**src/rtl/miriscv_mem_arbiter.sv**
```systemverilog
// Round-robin arbiter sharing one memory port between fetch and LSU.
// One transaction in flight; a watchdog answers on behalf of silent memory.
module miriscv_mem_arbiter #(
  parameter int unsigned XLEN           = 32,
  parameter int unsigned TIMEOUT_CYCLES = 255
) (
  input  logic              clk_i,
  input  logic              arstn_i,

  input  logic              i_req_i,
  input  logic [XLEN-1:0]   i_addr_i,
  output logic              i_rvalid_o,
  output logic [XLEN-1:0]   i_rdata_o,
  output logic              i_err_o,

  input  logic              d_req_i,
  input  logic              d_we_i,
  input  logic [XLEN/8-1:0] d_be_i,
  input  logic [XLEN-1:0]   d_addr_i,
  input  logic [XLEN-1:0]   d_wdata_i,
  output logic              d_rvalid_o,
  output logic [XLEN-1:0]   d_rdata_o,
  output logic              d_err_o,

  output logic              mem_req_o,
  output logic              mem_we_o,
  output logic [XLEN/8-1:0] mem_be_o,
  output logic [XLEN-1:0]   mem_addr_o,
  output logic [XLEN-1:0]   mem_wdata_o,
  input  logic              mem_rvalid_i,
  input  logic [XLEN-1:0]   mem_rdata_i,

  output logic              busy_o
);

  localparam int unsigned BE_W  = XLEN / 8;
  localparam int unsigned CNT_W =
    (TIMEOUT_CYCLES == 0) ? 1 : $clog2(TIMEOUT_CYCLES + 1);
  localparam bit TO_EN = (TIMEOUT_CYCLES != 0);
  localparam logic [CNT_W-1:0] TO_LAST =
    TO_EN ? CNT_W'(TIMEOUT_CYCLES - 1) : '0;
  localparam logic [CNT_W-1:0] CNT_MAX = '1;

  typedef enum logic [1:0] {
    IDLE,
    ISSUE,
    WAIT
  } state_e;

  state_e            state_q;
  logic              owner_d_q;
  logic              last_d_q;
  logic [CNT_W-1:0]  cnt_q;
  logic              req_q;
  logic              we_q;
  logic [BE_W-1:0]   be_q;
  logic [XLEN-1:0]   addr_q;
  logic [XLEN-1:0]   wdata_q;

  logic              any_req;
  logic              grant_d;
  logic              to_hit;
  logic              resp;
  logic [XLEN-1:0]   resp_data;

  assign any_req = i_req_i | d_req_i;
  // D wins when alone, or on a tie when I was granted last.
  assign grant_d = d_req_i & (~i_req_i | ~last_d_q);

  assign to_hit    = TO_EN & (cnt_q == TO_LAST);
  assign resp      = (state_q == WAIT) & (mem_rvalid_i | to_hit);
  assign resp_data = mem_rvalid_i ? mem_rdata_i : '0;

  always_ff @(posedge clk_i or negedge arstn_i) begin
    if (!arstn_i) begin
      state_q   <= IDLE;
      owner_d_q <= 1'b1;
      last_d_q  <= 1'b0;
      cnt_q     <= '0;
      req_q     <= 1'b0;
      we_q      <= 1'b0;
      be_q      <= '0;
      addr_q    <= '0;
      wdata_q   <= '0;
    end else begin
      req_q <= 1'b0;
      unique case (state_q)
        IDLE: begin
          if (any_req) begin
            state_q   <= ISSUE;
            req_q     <= 1'b1;
            owner_d_q <= grant_d;
            last_d_q  <= grant_d;
            we_q      <= grant_d & d_we_i;
            be_q      <= grant_d ? d_be_i : '1;
            addr_q    <= grant_d ? d_addr_i : i_addr_i;
            wdata_q   <= grant_d ? d_wdata_i : '0;
          end
        end
        ISSUE: begin
          state_q <= WAIT;
          cnt_q   <= '0;
        end
        WAIT: begin
          if (mem_rvalid_i || to_hit) begin
            state_q <= IDLE;
          end else if (cnt_q != CNT_MAX) begin
            cnt_q <= cnt_q + 1'b1;
          end
        end
        default: state_q <= IDLE;
      endcase
    end
  end

  assign mem_req_o   = req_q;
  assign mem_we_o    = we_q;
  assign mem_be_o    = be_q;
  assign mem_addr_o  = addr_q;
  assign mem_wdata_o = wdata_q;
  assign busy_o      = (state_q != IDLE);

  assign i_rvalid_o = resp & ~owner_d_q;
  assign d_rvalid_o = resp & owner_d_q;
  assign i_rdata_o  = i_rvalid_o ? resp_data : '0;
  assign d_rdata_o  = d_rvalid_o ? resp_data : '0;
  assign i_err_o    = i_rvalid_o & ~mem_rvalid_i;
  assign d_err_o    = d_rvalid_o & ~mem_rvalid_i;

endmodule

```
**config.mk**
```make
export PLATFORM = sky130hd
export DESIGN_NAME = miriscv_mem_arbiter
export DESIGN_NICKNAME = d
export VERILOG_FILES = /design/src/rtl/miriscv_mem_arbiter.sv
export SDC_FILE = /design/constraint.sdc
export NUM_CORES = 1
export LEC_CHECK = 0
export BUFFER_PORTS_ARGS = -buffer_cell sky130_fd_sc_hd__buf_2
export CAP_MARGIN = 20
export CORE_AREA = 3 3 105 107
export DETAILED_ROUTE_END_ITERATION = 16
export DIE_AREA = 0 0 108 110
export PLACE_DENSITY = 0.81
export SKIP_CTS_REPAIR_TIMING = 1
export SYNTH_ARGS = -nofsm -noshare
export SYNTH_HDL_FRONTEND = slang
export SYNTH_SLANG_ARGS = --single-unit
```
**constraint.sdc**
```tcl
create_clock -name clk_i -period 3.1 [get_ports clk_i]
set_clock_uncertainty 0.05 [all_clocks]
set_input_delay 0.155 -clock clk_i [delete_from_list [all_inputs] [get_ports clk_i]]
set_output_delay 0.155 -clock clk_i [all_outputs]
set_load 0.05 [all_outputs]
```
==> impl_results.md <==
* Critical Path RT at between 2 and 3 ns
* Clk pwr share at 15.0%
* Top FF cell, synth: dfrtp_1
* RSZ-0062 raised after global routing: false
* CTS buffer count at 9
* Register Area at between 0.002 and 0.0025 mm²
* Core Box Area at about 0.01 mm²
* Biggest area consumer among synthesized cells: dfrtp_1
* Max clock buf depth at 2
* Largest cells by area after synthesis: dfrtp_1, mux2i_1, a22o_1, nand2_1, nor2_1
* Synth Instances at 413
* CP endpoint kind: output port
* Endpoint, Worst Hold: mem_wdata_o[18]
* Critical path arrival at 2.27 ns
* Final slew viol count at 0
* Register bit total from synthesis at 82
* Sequential area share after synthesis at roughly 51%
* Clk Latency, worst-skew pair at around 0.34 ns
* NetSw at approximately 3.3 mW
* Period utilization at 80.0%
* Synthesis-to-finish area growth at 50.8%
* WL per Instance at roughly 15 µm
* Share of post-route cells with drive strength above 1 at approximately 44%
* Min-Delay Path Class: primary input to flip-flop
* Critical R2R Launch: state_q[0]
* Final TNS setup at 0 ns
* Setup violators final at 0
* Initial antenna violation count at 2
* Min Tclk post-route at ~2.5 ns
* Pint at ~3.0 mW
* Achievable frequency at 403 MHz
* Mapped cell area at between 0.004 and 0.005 mm²
* Router iterations before antenna repair at 4
* Syn_nets at ~560
* # H-tree levels at 3
* Synth async-reset ratio at 100%
* Lkg Pwr at roughly 3.4 nW
* Crit Path Category: flip-flop to output port
* Peak supply drop at 0.819 mV
* Final Hold Viols at 0
* Area of the multi-input gates at approximately 0.0018 mm²
* Syn Area/Cell at ~10 µm²
* Cell variety after synth at between 40 and 50
* CTS sink count at 82
* Post-synth top area share at ~50%
* Vias in the first global route at ~3,800
* Die area at between 0.01 and 0.015 mm²
* Worst Path Max Fanout at 34
* Filler Cell Count at approximately 860
* Net Sw Frac at 52.4%
* Status: finished, final reports clean
* Startpoint Class: flip-flop
* Clock-pin slew on the worst setup and hold paths at ~0.080 ns
* Flop pwr share at between 20 and 30%
* GR Overflow Total at 0
* Final RePlAce weighted congestion at approximately 0.76
* Root Driver: clkbuf_8
* Number of remaining DRC errors at 0
* Slew headroom at between 30 and 40%
* Power per Cell Area at a little over 1000 mW/mm²
* Routed Antenna Nets at 0
* Hpwl dp at 9.65 mm
* Die X at 108 µm
* Nets@finish at 853
* Comb pwr share at 56.2%
* Least-Margin Pin Slew at ~0.94 ns
* IO Pins at ~280
* Commonest cells post-synth: dfrtp_1, nand2_1, nor2_1, a22o_1, mux2i_1
* Port bufs at 276
* R2R cell count at 6
* Die H at ~110 µm
* EDFF count, synth at 0
* Final core occ at between 50% and 60%
* Final wirelength at between 10 and 15 mm
* Initial DRC Count at between 200 and 300
* Reg-to-reg slack, setup at ~1.1 ns
* Global Route Usage Sum at 19.6%
* First-pass GRT wire length at 18.2 mm
* Most common cell in the synthesized netlist: dfrtp_1
* Starting Density at 39.6%
* Vias per cell at between 4 and 5
* Maximum number of pins on one net before global-route repair at 83
* Hold path cells at 2
* # rows at 37
* Worst R2R End: mem_be_o[1]
* Max-cap viol count at 0
* CTS tree: built
* Vias at between 4,000 and 5,000
* Yosys Warn Count at 0
* Hold Path Origin: d_wdata_i[18]
-- per-layer routing --
metal,wire length (µm),track usage [%],vias up
met4,193,7.39,0
met5,0,0,-
met3,976,4.89,20
met1,4990,21.5,1925
met2,7060,36.5,198
li1,-,-,2007
-- critical path: stages, from the launching register on --
cell	delay, ns
dfrtp_1	0.41
inv_1	0.09
ha_1	0.48
nand3_4	0.45
nor2_1	0.22
buf_2	0.28
-- power groups by stage --
stage          clock (mW)  combinational, mW  sequential (mW)
5_1_grt              1.02               3.74             1.87
3_3_place_gp            0               3.44             1.81
6_report            0.945               3.53             1.81
4_1_cts             0.968               3.52             1.81
2_1_floorplan           0               1.14             3.33
3_5_place_dp            0               3.52             1.81
-- per-stage QoR --
step / power (mW) / hold WS (ns) / cell area (µm²) / instances / setup WS, ns
2_1_floorplan: 4.46 / -0.191 / 4060 / 413 / 0.998
3_3_place_gp: 5.25 / 0.319 / 5470 / 798 / 1.13
3_5_place_dp: 5.33 / 0.321 / 5470 / 798 / 1.02
4_1_cts: 6.29 / -0.0541 / 5720 / 814 / 0.623
5_1_grt: 6.64 / 0.00498 / 6120 / 853 / 0.445
6_report: 6.29 / 0.00699 / 6120 / 853 / 0.621
-- kinds of logic (layout without fill, tap and decap cells) --
group	after synthesis	in the layout	share of synthesized area, %
AOI/OAI and AO/OA	93	93	17.1
adders and majority gates	5	5	1.54
buffers and inverters	42	344	5.92
DFF	82	82	50.6
muxes	34	34	8.42
other	0	2	0
and+or+nand+nor	157	157	16.4
-- how the worst max path moves through the flow --
stage / startpoint / to / slack, ns / cells past startpoint
after floorplan: cnt_q[0] / d_rdata_o[10] / 1.0 / 7
after global placement: state_q[0] / d_rdata_o[31] / 1.13 / 5
after detailed placement: state_q[0] / d_rdata_o[0] / 1.02 / 5
after CTS: state_q[0] / d_rdata_o[0] / 0.62 / 5
after global routing: state_q[0] / d_rdata_o[12] / 0.44 / 5
final: state_q[0] / d_rdata_o[23] / 0.62 / 5
-- layout by cell type (no fill, tap or decap), types with 3 or more instances in the layout --
master	Yosys	routed
a22o_1	33	33
a31oi_1	4	4
buf_2	5	275
buf_4	6	4
bufinv_16	0	3
clkbuf_8	0	10
dfrtp_1	81	81
dlygate4sd3_1	0	36
ha_1	5	5
inv_1	11	11
mux2i_1	33	33
nand2_1	76	76
nand3_1	3	3
nor2_1	60	60
nor2_2	10	10
o21ai_0	32	32
o22a_1	5	5
-- sequential cells by signal, indices dropped and copies added, names as in the netlist --
name	count
cnt_q	8
mem_we_o	1
mem_req_o	1
owner_d_q	1
last_d_q	1
mem_addr_o	32
state_q	2
mem_wdata_o	32
mem_be_o	4
-- area by class of cell --
cell class / instances / share of cell area [%]
multi-input combinational: 289 / 29.1
sequential: 82 / 33.6
timing repair buffer: 317 / 29.7
clock buffer: 10 / 2.25
inverter: 11 / 0.675
tap: 136 / 2.78
antenna: 2 / 0.0818
clock inverter: 6 / 1.84
No activity file was read; power rests on OpenSTA's default activity.
